$ cat config.mk
export PLATFORM = sky130hd
export DESIGN_NAME = apu_dma_arbiter
export DESIGN_NICKNAME = d
export VERILOG_FILES = /design/src/rtl/apu_pkg.sv /design/src/rtl/apu_dma_parity.sv /design/src/rtl/apu_dma_arbiter.sv
export SDC_FILE = /design/constraint.sdc
export NUM_CORES = 1
export LEC_CHECK = 0
export ABC_AREA = 1
export CAP_MARGIN = 20
export CORE_MARGIN = 1.5
export CORE_UTILIZATION = 43
export DETAILED_ROUTE_END_ITERATION = 8
export PLACE_DENSITY = 0.81
export SLEW_MARGIN = 20
export SYNTH_ARGS = -nofsm -noshare
export SYNTH_HDL_FRONTEND = slang
export SYNTH_SLANG_ARGS = --single-unit
export TNS_END_PERCENT = 100
$ cat constraint.sdc
create_clock -name clk -period 1.83 [get_ports clk]
set_input_delay 0.2745 -clock clk [delete_from_list [all_inputs] [get_ports clk]]
set_output_delay 0.2745 -clock clk [all_outputs]
set_load 0.1 [all_outputs]
$ cat src/rtl/apu_pkg.sv
// apu_pkg: shared state type and default constants for the APU DMA arbiter
package apu_pkg;
  typedef enum logic [2:0] {IDLE, HALT, ALIGN, OAM_GET, OAM_PUT, DMC_GET} arb_state_e;
  localparam int OAM_LEN_DEFAULT = 256;
  localparam logic [15:0] OAM_DEST_DEFAULT = 16'h2004;
endpackage

$ cat src/rtl/apu_dma_parity.sv
// apu_dma_parity: get/put cycle parity tracker and "next cycle is get" helper
module apu_dma_parity (
  input  logic clk,
  input  logic rst_n,
  output logic next_get
);
  logic put_phase;
  // put_phase alternates every CPU cycle: 0 = get, 1 = put
  always_ff @(posedge clk or negedge rst_n)
    if (!rst_n) put_phase <= 1'b0;
    else put_phase <= ~put_phase;
  assign next_get = put_phase;
endmodule

$ cat src/rtl/apu_dma_arbiter.sv
// apu_dma_arbiter: shares the CPU bus between core, OAM DMA and DMC DMA (optional APU_DMA_DUMMY_READ_EN)
module apu_dma_arbiter
  import apu_pkg::*;
#(
  parameter int ADDR_W = 16,
  parameter int OAM_LEN = OAM_LEN_DEFAULT,
  parameter logic [ADDR_W-1:0] OAM_DEST = ADDR_W'(OAM_DEST_DEFAULT)
) (
  input  logic              clk,
  input  logic              rst_n,
  input  logic [ADDR_W-1:0] cpu_addr_i,
  input  logic [7:0]        cpu_data_i,
  input  logic              cpu_rw_i,
  input  logic [7:0]        bus_data_i,
  input  logic              oam_req,
  input  logic [7:0]        oam_page,
  input  logic              dmc_req,
  input  logic [ADDR_W-1:0] dmc_addr,
  output logic [ADDR_W-1:0] addr_o,
  output logic [7:0]        data_o,
  output logic              rw_o,
  output logic              cpu_halt,
  output logic [7:0]        dmc_data,
  output logic              dmc_valid,
  output logic              oam_busy
);
  arb_state_e state, align_next;
  logic next_get, dmc_pend;
  logic [7:0] page, idx, oam_byte;
  logic [ADDR_W-1:0] dummy_addr;

  apu_dma_parity u_parity (.clk(clk), .rst_n(rst_n), .next_get(next_get));

`ifdef APU_DMA_DUMMY_READ_EN
  assign dummy_addr = cpu_addr_i;
`else
  assign dummy_addr = '0;
`endif

  // the strobe cycle masks the still-high request so one fetch is not taken twice
  assign dmc_pend = dmc_req & ~dmc_valid;
  assign align_next = dmc_pend ? (next_get ? DMC_GET : ALIGN)
                    : oam_busy ? (next_get ? OAM_GET : ALIGN) : IDLE;
  // the core stays held through the cycle the fetched DMC byte is delivered
  assign cpu_halt = (state != IDLE) || dmc_valid;

  // bus mux: core pass-through except while a DMA phase owns the bus
  always_comb begin
    addr_o = cpu_addr_i;
    data_o = cpu_data_i;
    rw_o = cpu_rw_i;
    case (state)
      HALT, ALIGN: begin addr_o = dummy_addr; rw_o = 1'b1; end
      OAM_GET: begin addr_o = dmc_pend ? dmc_addr : ADDR_W'({page, idx}); rw_o = 1'b1; end
      OAM_PUT: begin addr_o = OAM_DEST; data_o = oam_byte; rw_o = 1'b0; end
      DMC_GET: begin addr_o = dmc_addr; rw_o = 1'b1; end
      default: ;
    endcase
  end

  // arbitration FSM with OAM sequencing and DMC capture
  always_ff @(posedge clk or negedge rst_n)
    if (!rst_n) begin
      state <= IDLE;
      oam_busy <= 1'b0;
      page <= '0;
      idx <= '0;
      oam_byte <= '0;
      dmc_data <= '0;
      dmc_valid <= 1'b0;
    end else begin
      dmc_valid <= 1'b0;
      if (oam_req && !oam_busy) begin
        oam_busy <= 1'b1;
        page <= oam_page;
        idx <= '0;
      end
      case (state)
        IDLE: if ((oam_busy || dmc_pend) && cpu_rw_i) state <= HALT;
        HALT, ALIGN: state <= align_next;
        OAM_GET:
          if (dmc_pend) begin
            dmc_data <= bus_data_i;
            dmc_valid <= 1'b1;
            state <= ALIGN;
          end else begin
            oam_byte <= bus_data_i;
            state <= OAM_PUT;
          end
        OAM_PUT: begin
          idx <= idx + 8'd1;
          if (idx == 8'(OAM_LEN - 1)) begin
            oam_busy <= 1'b0;
            state <= IDLE;
          end else state <= OAM_GET;
        end
        DMC_GET: begin
          dmc_data <= bus_data_i;
          dmc_valid <= 1'b1;
          state <= oam_busy ? ALIGN : IDLE;
        end
        default: state <= IDLE;
      endcase
    end
endmodule

==> key figures, run 1 <==
Place
  – Post-DP Area: between 3000 and 4000 µm²
  – GPL Wtd Cong: 0.886
  – Hpwl dp: 5590 µm
  – Port bufs: 96

Worst setup path
  – Max FO, Critical Path: 12
  – WP buf/inv: 2
  – Critical path class: reg2out
  – CP Cell Sequence: nor2_4 -> a21oi_2 -> nor2_4 -> buf_12 -> nand2_1 -> o211ai_1 -> clkbuf_16
  – CP most frequent cell: nor2_4
  – CP Capture Type: primary output
  – CP max-delay cell: dfrtp_2
  – WP data required: 1560 ps
  – Crit path max-delay family: flip-flops
  – CP peak stage delay: 460 ps
  – Worst path arrival time: between 1500 and 2000 ps
  – Startpoint Class: flip-flop

Cells and area
  – Fraction of layout cells with a size suffix above 1: 0.289
  – Fin util: 0.825
  – N_diodes: 0
  – Nets: 525
  – Final instance area: 4210 µm²
  – Most common cell after layout, fill and taps aside: nand2_1
  – Most frequent cells in the layout: nand2_1, clkdlybuf4s50_1, dfrtp_1, inv_1, buf_4
  – P&R area growth vs syn: 84.8%

Synthesis
  – YS warnings: 0
  – Synthesized cell area: 2280 µm²
  – Seq cells post-synth: 38
  – Mean Syn Cell Area: 6.76 µm²
  – Gate Count Post-Synth: roughly 340
  – Post-synthesis net count: 399
  – Synth cell types: 22
  – Post-synthesis sequential area ratio: 0.417

STA
  – Fin. Hold Viols: 0
  – Worst-margin pin slew: around 470 ps
  – Pins over their slew limit: 0
  – Max Clk Rate: 476 MHz
  – Tcrit/Tclk final: 1.15
  – RSZ-0062 raised after global routing: yes
  – Final worst slack: -271 ps
  – Skew final: 10.6 ps
  – Final min period: 2100 ps
  – # setup viols final: 19
  – Slew HR: 0.684

Outcome
  – Failing checks: negative setup slack
  – Outcome: finished, violations left

Route
  – Post-Route WL: 9420 µm
  – Via density: 5.64
  – 1st-pass router iterations: 5
  – DRC violations left: 0
  – WL per Instance: 17.6 µm
  – Iter 0 DRT Violations: 212
  – Number of antenna-violating nets in the routed design: 0
  – Via count: 3,014

Power
  – Sw Ratio: 0.560
  – Clock share of power: 0.074
  – Pwr dens: 1800 nW/µm²
  – VDD IR max: 1.04 mV
  – Cell leakage power: 2.03 nW
  – Combinational power share: 0.750
  – Reg power frac: 0.176
  – P_int: 3.33 mW
  – Switching power: about 4.2 mW

Floorplan
  – IO Count: 97
  – Core area: 5110 µm²
  – Row cnt: 26
  – Die W: 75.8 µm
  – Starting Density: 0.446
  – Die Span Y: 75.8 µm
  – Die area: approximately 5700 µm²

Global route
  – GR Overflow Total: 0
  – Initial antenna violation count: 0
  – First-pass GRT wire length: 12,500 µm
  – Overall Global Routing Usage: 0.297
  – Vias in the first global route: approximately 2,700
  – Pin count of the biggest net entering global routing: 22

Clock tree
  – TritonCTS clock tree: done
  – CTS Buf Count: 5
  – Clock Tree Root: clkbuf_8
  – CTS max path bufs: 2
  – CTS H-tree lvls: 2
  – Worst-skew pair later-pin latency: 290 ps
  – CTS Sinks: 38
  – Clock-pin transition on the worst setup and hold timing paths: 80 ps

Flow run
  – Total of max-cap violations: 0

Hold path
  – Min-delay worst type: in2async
## cell families after synthesis
family                   Yosys count  share of synthesized area
AND/OR/NAND/NOR                  207                      0.376
buffers and inverters             47                     0.0868
AO/OA/AOI/OAI                     43                      0.111
flip-flops                        38                      0.417
XOR/XNOR                           1                    0.00384
adder cells (fa/ha/maj)            1                    0.00549
## state kept, by name (all words and copies together), names as in the netlist
signal and cells:
dmc_data 8, idx 8, oam_byte 8, page 8, state 3, dmc_valid 1, oam_busy 1, u_parity.next_get 1
## power by group through the flow
stage	sequential [mW]	clock [mW]	combinational, mW
floorplan	1.96	0	2.62
global placement	1.28	0	5.05
detailed placement	1.29	0	5.10
CTS	1.30	0.551	5.41
global route	1.36	0.607	5.88
finish	1.33	0.557	5.68
## per-stage QoR
| step | setup TNS [ps] | setup WS [ps] | hold WS, ps | total power [mW] | std cells |
|---|---|---|---|---|---|
| finish | -2870 | -271 | 400 | 7.57 | 534 |
| global route | -4480 | -342 | 403 | 7.85 | 534 |
| CTS | -2340 | -155 | 395 | 7.26 | 528 |
| detailed placement | -606 | -89.4 | 160 | 6.40 | 510 |
| global placement | -291 | -36.9 | 156 | 6.33 | 510 |
| floorplan | -9760 | -643 | -21.1 | 4.58 | 337 |
## final cells by class
| class | instances | area (µm²) |
|---|---|---|
| Clock buffer | 8 | 80.1 |
| Fill cell | 284 | 896 |
| Inverter | 33 | 131 |
| Multi-Input combinational cell | 253 | 1330 |
| Sequential cell | 38 | 958 |
| Tap cell | 70 | 87.6 |
| Timing Repair Buffer | 132 | 1630 |
## final timing paths
| kind | end | slack (ps) | cells after the start | start |
|---|---|---|---|---|
| max | addr_o[14] | -270 | 7 | state[1]$_DFFE_PN0P_ |
| min | idx[6]$_DFFE_PN0P_ | 400 | 2 | rst_n |
| max reg2reg | oam_byte[7]$_DFFE_PN0P_ | 150 | 9 | state[1]$_DFFE_PN0P_ |
| min reg2reg | page[4]$_DFFE_PN0P_ | 480 | 2 | page[4]$_DFFE_PN0P_ |
| max in group asynchronous | oam_byte[0]$_DFFE_PN0P_ | 900 | 3 | rst_n |
| min in group clk | page[4]$_DFFE_PN0P_ | 480 | 2 | page[4]$_DFFE_PN0P_ |
## what timing repair did
| item | 4_1_cts | 5_1_grt |
|---|---|---|
| resized for setup | 40 | 37 |
| setup buffers | 6 | 6 |
| cloned | 3 | 1 |
| pin swaps | 27 | 10 |
| endpoints found under the setup margin | 25 | 33 |
| hold endpoints to repair | 9 | 0 |
| hold buffers | 1 | 0 |
## routing by layer
layer	wire length, µm	share of wire	track usage	vias up
li1	-	-	-	1322
met1	3500	0.37	0.382	1445
met2	4740	0.50	0.491	189
met3	675	0.072	0.0516	58
met4	506	0.054	0.131	0
met5	0	0	0	-
## cell usage after synthesis
library cell | instances | area (µm²)
o21bai_1 | 1 | 7.51
buf_2 | 8 | 40.0
dfrtp_1 | 38 | 951
nand4_1 | 2 | 12.5
nor2_4 | 2 | 22.5
a21oi_1 | 6 | 30.0
o21ai_0 | 22 | 110
o211ai_1 | 14 | 105
inv_2 | 1 | 3.75
nor2_1 | 10 | 37.5
inv_1 | 32 | 120
nand3_1 | 29 | 145
buf_6 | 1 | 11.3
nand3b_1 | 2 | 15.0
xnor2_1 | 1 | 8.76
nor2_2 | 1 | 6.26
nand2_2 | 2 | 12.5
nand2_4 | 1 | 11.3
ha_1 | 1 | 12.5
clkbuf_1 | 4 | 15.0
buf_4 | 1 | 7.51
nand2_1 | 158 | 593
(Power assumes the default switching activity.)
==> run 2, diff against run 1 <==
CORE_MARGIN = not set   (was 1.5)
==> run 2 against run 1 <==
  * The flow still finishes with violations (negative setup slack)
  * First-iteration DRC count fell by 9.9%
  * Fmax fell by 0.44%
  * Core utilization fell by 1.6 points
  * Critical path depth did not move
  * Sequential share of layout area rose by 0.46 points
  * Global-route usage rose by 2.4 points
  * Clock skew fell by 4.5 ps
  * Routed wire length fell by 8.7%
  * Critical path type unchanged
  * Highest routed layer unchanged
==> key figures, run 2 (synthesis results as in run 1) <==
Clock tree
  – CTS Sinks: 38 (unchanged)
  – CTS Buf Count: 5 (unchanged)
  – CTS max path bufs: 2 (unchanged)
  – TritonCTS clock tree: done (unchanged)
  – Clock-pin transition on the worst setup and hold timing paths: 70 ps (was 80 ps)
  – Worst-skew pair later-pin latency: 290 ps (about the same)
  – CTS H-tree lvls: 2 (unchanged)
  – Clock Tree Root: clkbuf_8 (unchanged)

Worst setup path
  – Worst setup endpoint: addr_o[15] (was addr_o[14])
  – WP data required: 1560 ps (about the same)
  – CP Capture Type: primary output (unchanged)
  – Max FO, Critical Path: 6 (was 12)
  – Reg-to-reg slack, setup: 140 ps (was 150 ps)
  – Worst path arrival time: 1840 ps (was 1830 ps)
  – Critical path class: reg2out (unchanged)
  – Critical Path Start: state[1]$_DFFE_PN0P_ (unchanged)
  – R2r endpoint: oam_byte[1]$_DFFE_PN0P_ (was oam_byte[7]$_DFFE_PN0P_)
  – Startpoint Class: flip-flop (unchanged)
  – R2R Path Start: state[2]$_DFFE_PN0P_ (was state[1]$_DFFE_PN0P_)
  – R2R depth: 7 (was 9)

Global route
  – Pin count of the biggest net entering global routing: 27 (was 22)
  – GR Overflow Total: 0 (unchanged)
  – Initial antenna violation count: 0 (unchanged)
  – Vias in the first global route: 2,733 (was 2,672)
  – First-pass GRT wire length: 13,100 µm (was 12,500 µm)
  – Overall Global Routing Usage: 0.321 (was 0.297)

Outcome
  – Failing checks: negative setup slack (unchanged)
  – Outcome: finished, violations left (unchanged)

STA
  – Final worst slack: -280 ps (was -271 ps)
  – Worst-margin pin slew: 487 ps (was 474 ps)
  – Pins over their slew limit: 0 (unchanged)
  – Max Clk Rate: 474 MHz (was 476 MHz)
  – Tcrit/Tclk final: 1.15 (about the same)
  – Setup tns final: -4550 ps (was -2870 ps)
  – # setup viols final: 25 (was 19)
  – Slew HR: 0.675 (was 0.684)
  – Final min period: 2110 ps (was 2100 ps)
  – RSZ-0062 raised after global routing: yes (unchanged)
  – Fin. Hold Viols: 0 (unchanged)
  – Hold_ws: 324 ps (was 400 ps)
  – Skew final: 6.06 ps (was 10.6 ps)

Hold path
  – Min-delay worst type: in2async (unchanged)

Cells and area
  – Sequential Area: 958 µm² (unchanged)
  – Final instance area: 4130 µm² (was 4210 µm²)
  – Most common cell after layout, fill and taps aside: nand2_1 (unchanged)
  – Fin util: 0.808 (was 0.825)
  – Fill cell count: 312 (was 284)
  – Fraction of layout cells with a size suffix above 1: 0.256 (was 0.289)
  – Area of the multi-input gates: 1270 µm² (was 1330 µm²)
  – P&R area growth vs syn: 81.2% (was 84.8%)
  – N_diodes: 0 (unchanged)
  – Most frequent cells in the layout: nand2_1, clkdlybuf4s50_1, dfrtp_1, buf_4, inv_1 (was nand2_1, clkdlybuf4s50_1, dfrtp_1, inv_1, buf_4)
  – Nets: 525 (unchanged)

Route
  – Post-Route WL: 8600 µm (was 9420 µm)
  – Via count: 2,838 (was 3,014)
  – WL per Instance: 16.1 µm (was 17.6 µm)
  – Number of antenna-violating nets in the routed design: 0 (unchanged)
  – 1st-pass router iterations: 5 (unchanged)
  – Via density: 5.31 (was 5.64)
  – DRC violations left: 0 (unchanged)
  – Iter 0 DRT Violations: 191 (was 212)

Place
  – Post-DP Area: 3720 µm² (was 3740 µm²)
  – GPL Wtd Cong: 0.852 (was 0.886)
  – Hpwl dp: 5380 µm (was 5590 µm)
  – Port bufs: 96 (unchanged)

Power
  – Pwr dens: 1840 nW/µm² (was 1800 nW/µm²)
  – Cell leakage power: 2.01 nW (was 2.03 nW)
  – Power, Total: 7.60 mW (was 7.57 mW)
  – VDD IR max: 1.48 mV (was 1.04 mV)

Floorplan
  – Die Span Y: 74.8 µm (was 75.8 µm)
  – IO Count: 97 (unchanged)
  – Row cnt: 26 (unchanged)
  – Die area: 5590 µm² (was 5740 µm²)
  – Die W: 74.8 µm (was 75.8 µm)
  – Starting Density: 0.446 (unchanged)
  – Core area: 5110 µm² (unchanged)

Flow run
  – Total of max-cap violations: 0 (unchanged)
## run 2: critical path: stages, from the launching register on
cell	delay (ps)
dfrtp_2	470
nor2_4	190
a21oi_4	60
nor2_4	200
buf_12	160
nand2_4	40
o211ai_1	150
clkbuf_16	270
## run 2: through the flow
step | setup WS [ps] | std cells
after detailed placement | -35.0 | 507
final | -280 | 534
after global placement | -21.5 | 507
after floorplan | -643 | 337
after CTS | -181 | 528
after global routing | -347 | 534
## run 2: how the worst min path moves through the flow
stage | start | end | slack (ps) | depth (start not counted)
floorplan | rst_n | dmc_data[0]$_DFFE_PN0P_ | -20 | 0
global placement | rst_n | page[2]$_DFFE_PN0P_ | 80 | 1
detailed placement | rst_n | page[2]$_DFFE_PN0P_ | 80 | 1
CTS | rst_n | page[2]$_DFFE_PN0P_ | 320 | 2
global route | rst_n | page[2]$_DFFE_PN0P_ | 340 | 2
finish | rst_n | page[2]$_DFFE_PN0P_ | 320 | 2
## run 2: power by group
| group | switching (mW) | internal [mW] | leakage, nW |
|---|---|---|---|
| clock network | 0.285 | 0.408 | 0.0524 |
| logic | 3.67 | 1.93 | 1.49 |
| registers | 0.211 | 1.10 | 0.468 |
## run 2: cell type report
class	count	area share
clock buffers	7	0.0185
clock inverters	1	0.00727
inverters	33	0.0306
multi-input cells	253	0.308
flip-flops and latches	38	0.232
well taps	70	0.0212
repair buffers	132	0.382
## run 2: timing repair
| action | 4_1_cts | 5_1_grt |
|---|---|---|
| hold buffers | 1 | 0 |
| buffers inserted | 10 | 6 |
| gates resized for setup | 26 | 12 |
| pin swaps | 21 | 7 |
| setup endpoints to repair | 25 | 25 |
| endpoints found under the hold margin | 37 | 0 |
| cloned | 2 | 1 |
## run 2: per-layer routing
layer	GRT usage	vias up	routed length, µm
met1	0.385	1372	3360
met3	0.0830	25	468
met2	0.540	117	4530
met4	0.151	0	252
li1	-	1324	-
met5	0	-	0
